### src/rtl/core_pkg.sv
// Shared core types and default sizes for the integer register file.
package core_pkg;

  localparam int XLEN_DEF  = 32;
  localparam int NREGS_DEF = 32;
  localparam int AW_DEF    = $clog2(NREGS_DEF);

  typedef logic [AW_DEF-1:0]   reg_addr_t;
  typedef logic [XLEN_DEF-1:0] xlen_t;

endpackage

### src/rtl/reg_scoreboard.sv
// Per-register pending-write scoreboard with per-read-port busy lookup.
import core_pkg::*;

module reg_scoreboard #(
  parameter int NREGS    = NREGS_DEF,
  parameter int NRD      = 2,
  parameter int ZERO_REG = 1,
  parameter int BYPASS   = 1,
  parameter int AW       = $clog2(NREGS)
) (
  input  logic                   clk,
  input  logic                   rst_n,
  input  logic                   issue_en,
  input  logic [AW-1:0]          issue_rd,
  input  logic                   wr_en,
  input  logic [AW-1:0]          wr_rd,
  input  logic                   flush,
  input  logic [NRD-1:0][AW-1:0] rs,
  output logic [NRD-1:0]         busy
);

  logic [NREGS-1:0] pend, pend_nxt;

  // Next pending state: flush beats a new producer, which beats a completing write.
  always_comb begin
    pend_nxt = pend;
    for (int r = 0; r < NREGS; r++) begin
      if (flush)
        pend_nxt[r] = 1'b0;
      else if (issue_en && issue_rd == AW'(r) && !(ZERO_REG != 0 && r == 0))
        pend_nxt[r] = 1'b1;
      else if (wr_en && wr_rd == AW'(r))
        pend_nxt[r] = 1'b0;
    end
  end

  // Pending bits register; reset drops every outstanding producer.
  always_ff @(posedge clk or negedge rst_n) begin
    if (!rst_n) pend <= '0;
    else        pend <= pend_nxt;
  end

  // A port whose register is being written this cycle has its data via bypass.
  for (genvar i = 0; i < NRD; i++) begin : g_busy
    logic byp_hit;
    assign byp_hit = (BYPASS != 0) && wr_en && (wr_rd == rs[i]);
    assign busy[i] = pend[rs[i]] & ~byp_hit;
  end

endmodule

### src/rtl/reg_file_mp.sv
// Multi-read-port register file with write-through bypass and pending-write scoreboard.
import core_pkg::*;

module reg_file_mp #(
  parameter int XLEN     = XLEN_DEF,
  parameter int NREGS    = NREGS_DEF,
  parameter int NRD      = 2,
  parameter int ZERO_REG = 1,
  parameter int BYPASS   = 1,
  localparam int AW      = $clog2(NREGS)
) (
  input  logic                     clk,
  input  logic                     rst_n,
  input  logic                     rf_en,
  input  logic [AW-1:0]            rd,
  input  logic [XLEN-1:0]          wdata,
  input  logic [NRD-1:0][AW-1:0]   rs,
  output logic [NRD-1:0][XLEN-1:0] rdata,
  input  logic                     issue_en,
  input  logic [AW-1:0]            issue_rd,
  input  logic                     flush,
  output logic [NRD-1:0]           busy
);

  logic [NREGS-1:0][XLEN-1:0] mem;
  logic                       wr_ok;

  // r0 swallows writes when it is hardwired to zero.
  assign wr_ok = rf_en && !(ZERO_REG != 0 && rd == '0);

  // Register storage; async reset clears everything and cancels the write on that edge.
  always_ff @(posedge clk or negedge rst_n) begin
    if (!rst_n)     mem     <= '0;
    else if (wr_ok) mem[rd] <= wdata;
  end

  // Per-port read: zero register first, then same-cycle forward, then storage.
  for (genvar i = 0; i < NRD; i++) begin : g_rd
    logic is_zero, byp_hit;
    assign is_zero  = (ZERO_REG != 0) && (rs[i] == '0);
    assign byp_hit  = (BYPASS != 0) && rf_en && (rd == rs[i]);
    assign rdata[i] = is_zero ? '0 : byp_hit ? wdata : mem[rs[i]];
  end

  reg_scoreboard #(
    .NREGS   (NREGS),
    .NRD     (NRD),
    .ZERO_REG(ZERO_REG),
    .BYPASS  (BYPASS),
    .AW      (AW)
  ) u_sb (
    .clk     (clk),
    .rst_n   (rst_n),
    .issue_en(issue_en),
    .issue_rd(issue_rd),
    .wr_en   (rf_en),
    .wr_rd   (rd),
    .flush   (flush),
    .rs      (rs),
    .busy    (busy)
  );

endmodule

### config.mk
export PLATFORM = sky130hd
export DESIGN_NAME = reg_file_mp
export DESIGN_NICKNAME = d
export VERILOG_FILES = /design/src/rtl/core_pkg.sv /design/src/rtl/reg_scoreboard.sv /design/src/rtl/reg_file_mp.sv
export SDC_FILE = /design/constraint.sdc
export NUM_CORES = 2
export LEC_CHECK = 0
export CAP_MARGIN = 20
export CELL_PAD_IN_SITES_DETAIL_PLACEMENT = 0
export CELL_PAD_IN_SITES_GLOBAL_PLACEMENT = 1
export CORE_ASPECT_RATIO = 0.9
export CORE_MARGIN = 3
export CORE_UTILIZATION = 59
export CTS_BUF_LIST = sky130_fd_sc_hd__clkbuf_8
export CTS_CLUSTER_SIZE = 16
export DETAILED_ROUTE_END_ITERATION = 16
export GPL_ROUTABILITY_DRIVEN = 0
export MAX_ROUTING_LAYER = met4
export PLACE_DENSITY = 0.92
export SLEW_MARGIN = 20
export SYNTH_ARGS = -nofsm -noshare
export SYNTH_HDL_FRONTEND = slang
export SYNTH_SLANG_ARGS = --single-unit
### constraint.sdc
create_clock -name clk -period 8.9 [get_ports clk]
set_input_delay 2.67 -clock clk [delete_from_list [all_inputs] [get_ports clk]]
set_output_delay 2.67 -clock clk [all_outputs]
set_load 0.02 [all_outputs]
==> impl_metrics.tcl <==
set metrics [dict create \
    clock_path_buffers 3 \
    synth-edff-count 0 \
    postSynth.asyncResetShare 1.00 \
    worst_path_max_delay_cell "sky130_fd_sc_hd__nand3b_1" \
    fin_tns_setup_ns 0 \
    crit_path_time_final_ns 8.68 \
    detail_route.iter0.violations 4373 \
    placement_rows 107 \
    area_delta_synth_final_pct 10.6 \
    path_cells "buf_2, buf_4, nand3b_1, buf_4, o22ai_1, a2111oi_0, nor4_1, nor3_1, clkdlybuf4s50_1" \
    max_slew.worst_pin.slew_ns 1.25 \
    clk_lat_worst_skew_ns 0.87 \
    finalWorstSetupSlack_ns 0.222 \
    cts_post_setup_buffers_inserted 0 \
    ctsHtreeMaxLevel 4 \
    critical_path.max_stage_delay_ns 0.71 \
    drv_slew 0 \
    timing.critical_path.mode_cell "sky130_fd_sc_hd__buf_4" \
    p_leak_nw 27.3 \
    layout.area.seq_sq_um 26400 \
    crit_path_end_kind "output pin" \
    track_usage 0.363 \
    fraction_of_final_layout_cells_sized_beyond_drive_strength_1 0.512 \
    worstPathArrival_ns 6.01 \
    drcViolationCount 0 \
    postSynthRegisterBits 1055 \
    timing.fmax_mhz 115 \
    place.port_buffers 122 \
    via_count_of_the_first_global_routing_pass 38890 \
    clock_power_share 0.316 \
    cts_made_buffers 169 \
    switching_share 0.285 \
    seq_area_frac_synth 0.466 \
    timing.final.crit_share 0.975 \
    dpl_worst_slack_ns 0.247 \
    path_max_fanout 12 \
    worst_slew_margin_rel 0.165 \
    detail_route.wl_per_cell_um 33.1 \
    grt_start_max_net_pins 187 \
    cts_tree "built" \
    final_hold_viol_count 0 \
    first_pass_grt_wire_length_um 259000 \
    cts_sinks 1055 \
    detail-route-antenna-nets 0 \
    multiInputGateArea_sq_um 28500 \
    ctsHoldBuffers 0 \
    seq_power_share 0.465 \
    worstPathRequired_ns 6.23 \
    comb_power_share 0.220 \
    post_cts.resized_instances 0 \
    number_of_antenna_violations_at_the_first_check_in_global_routing 2 \
    synth_fp_nets 3903 \
    synth-main-ff-cell "sky130_fd_sc_hd__dfrtp_1" \
    post_route_skew_ns 0 \
    dieWidth_um 333 \
    vdd_ir_drop_max_v 0.000137 \
    avgViaCountPerCell 7.22 \
    ys_warn_count 0 \
    grt_setup_unrepaired "false" \
    path_class "primary input to output pin" \
    dr.pass1.iters 8 \
    ctsRootBufferMaster "sky130_fd_sc_hd__clkbuf_8" \
    dp.final_hpwl_um 99900 \
    max_cap_viol_count 0 \
    p_sw_mw 3.89 \
    floorplan.initialDensity 0.597 \
    die_area_sq_um 99900 \
    post_synth_num_cell_types 53 \
    setup_viol 0 \
    fin_nets 3925 \
    post_synthesis_instance_total 3846 \
    clk_pin_slew_worst_paths_ns 0.06 \
    routed-via-count 37919 \
    design.portCount 123 \
    internal_power_mw 9.73 \
    outcome "completed" \
    postRouteWirelength_um 174000 \
    worst_hold_path_class "register to register" \
    fillCellCount 6520 \
    floorplan.core_area_sq_um 94900 \
    syn_area_sq_um 56700 \
    syn_area_per_cell_sq_um 14.7 \
    worst_setup_path_start_kind "primary input" \
    gr-total-overflow 0 \
    die_h_um 300 \
    power-per-cell-area_nw_per_um2 217 \
]
power groups by stage:
stage | combinational, mW | sequential (mW) | clock [mW]
2_1_floorplan | 2.24 | 6.16 | 0
3_3_place_gp | 2.89 | 6.30 | 0
3_5_place_dp | 2.96 | 6.38 | 0
4_1_cts | 2.98 | 6.31 | 4.33
5_1_grt | 3.17 | 6.44 | 4.55
6_report | 2.99 | 6.33 | 4.30
per-layer routing:
| layer | vias to the layer above | GRT usage | routed length [um] |
|---|---|---|---|
| li1 | 14934 | - | - |
| met1 | 19962 | 0.488 | 66100 |
| met2 | 2471 | 0.522 | 77900 |
| met3 | 552 | 0.0979 | 21300 |
| met4 | 0 | 0.166 | 8610 |
| met5 | - | - | 0 |
sequential cells by signal, indices dropped and copies added, names as in the netlist:
name       count
mem         1024
u_sb.pend     31
stage by stage:
| stage | cells | power (mW) | util | hold WS (ns) | instance area, sq um |
|---|---|---|---|---|---|
| 6_report | 5250 | 13.6 | 0.661 | 0.395 | 62700 |
| 5_1_grt | 5250 | 14.2 | 0.661 | 0.409 | 62700 |
| 4_1_cts | 5248 | 13.6 | 0.661 | 0.397 | 62700 |
| 3_5_place_dp | 4950 | 9.34 | 0.625 | 0.382 | 59300 |
| 3_3_place_gp | 4950 | 9.19 | 0.625 | 0.376 | 59300 |
| 2_1_floorplan | 3846 | 8.40 | - | 0.441 | 56700 |
layout make-up:
| type | instances | share of cell area |
|---|---|---|
| well taps | 1253 | 0.0250 |
| repair buffers | 290 | 0.0448 |
| clock inverters | 79 | 0.00706 |
| diodes | 2 | 0.0000798 |
| inverters | 2 | 0.000120 |
| clock buffers | 219 | 0.0480 |
| flip-flops and latches | 1055 | 0.421 |
| multi-input cells | 2350 | 0.454 |
cells by family (layout without fill, tap and decap cells):
logic type	Yosys count	after routing	share of synthesized area
mux	1671	1671	0.425
flops	1055	1055	0.466
buf+inv	441	590	0.0363
compound gates	385	385	0.0477
simple gates	284	284	0.0236
xor+xnor	10	10	0.00154
other cells	0	2	0
worst max-delay path: cells and delay by family:
family | cells | cell delay, ns
buffers and inverters | 4 | 1.68
AND/OR/NAND/NOR | 3 | 1.34
AO/OA/AOI/OAI | 2 | 0.29
cells in the mapped netlist (3+ instances only):
| master | number | area, sq um |
|---|---|---|
| sky130_fd_sc_hd__mux2_4 | 58 | 871 |
| sky130_fd_sc_hd__a211o_1 | 16 | 140 |
| sky130_fd_sc_hd__mux2i_1 | 115 | 1150 |
| sky130_fd_sc_hd__or3_1 | 4 | 25.0 |
| sky130_fd_sc_hd__nand3b_1 | 4 | 30.0 |
| sky130_fd_sc_hd__nor2_1 | 107 | 402 |
| sky130_fd_sc_hd__a22oi_1 | 100 | 751 |
| sky130_fd_sc_hd__buf_1 | 54 | 203 |
| sky130_fd_sc_hd__a2111oi_0 | 11 | 96.3 |
| sky130_fd_sc_hd__buf_2 | 117 | 586 |
| sky130_fd_sc_hd__buf_6 | 18 | 203 |
| sky130_fd_sc_hd__o21ai_0 | 17 | 85.1 |
| sky130_fd_sc_hd__nor4_1 | 14 | 87.6 |
| sky130_fd_sc_hd__buf_4 | 23 | 173 |
| sky130_fd_sc_hd__nand3_1 | 3 | 15.0 |
| sky130_fd_sc_hd__buf_8 | 3 | 45.0 |
| sky130_fd_sc_hd__xor2_1 | 4 | 35.0 |
| sky130_fd_sc_hd__nor2b_1 | 11 | 68.8 |
| sky130_fd_sc_hd__mux4_2 | 464 | 10500 |
| sky130_fd_sc_hd__o221ai_1 | 6 | 52.6 |
| sky130_fd_sc_hd__a21oi_1 | 59 | 295 |
| sky130_fd_sc_hd__a221oi_1 | 11 | 96.3 |
| sky130_fd_sc_hd__a211oi_1 | 9 | 67.6 |
| sky130_fd_sc_hd__nand2b_1 | 13 | 81.3 |
| sky130_fd_sc_hd__o22ai_1 | 114 | 713 |
| sky130_fd_sc_hd__a32o_1 | 32 | 320 |
| sky130_fd_sc_hd__nor3_1 | 43 | 215 |
| sky130_fd_sc_hd__nand2_1 | 66 | 248 |
| sky130_fd_sc_hd__or2_2 | 3 | 18.8 |
| sky130_fd_sc_hd__dfrtp_1 | 1055 | 26400 |
| sky130_fd_sc_hd__a31oi_1 | 3 | 18.8 |
| sky130_fd_sc_hd__xnor2_1 | 6 | 52.6 |
| sky130_fd_sc_hd__mux2_2 | 1032 | 11600 |
| sky130_fd_sc_hd__clkbuf_1 | 224 | 841 |
cell usage in the layout, fill, tap and decap left out, types with 54 or more instances in the layout:
cell,n
sky130_fd_sc_hd__nand2_1,54
sky130_fd_sc_hd__a22oi_1,100
sky130_fd_sc_hd__buf_4,146
sky130_fd_sc_hd__nor2_1,89
sky130_fd_sc_hd__o22ai_1,114
sky130_fd_sc_hd__dfrtp_1,1055
sky130_fd_sc_hd__a21oi_1,59
sky130_fd_sc_hd__clkdlybuf4s50_1,107
sky130_fd_sc_hd__mux4_2,464
sky130_fd_sc_hd__clkbuf_8,219
sky130_fd_sc_hd__mux2_2,1032
sky130_fd_sc_hd__mux2i_1,115
sky130_fd_sc_hd__mux2_4,58
final timing paths:
kind                          start  cells after the start  slack, ns      endpoint
max                           rs[7]                      9       0.22     rdata[32]
max reg2reg                mem[574]                      1       8.08      mem[574]
min                         mem[16]                      0       0.40       mem[16]
min in group asynchronous     rst_n                      1       1.77  u_sb.pend[5]
min reg2reg                 mem[16]                      0       0.40       mem[16]
max in group asynchronous     rst_n                      3       5.21      mem[460]
Power figures use the tool's default switching activity.
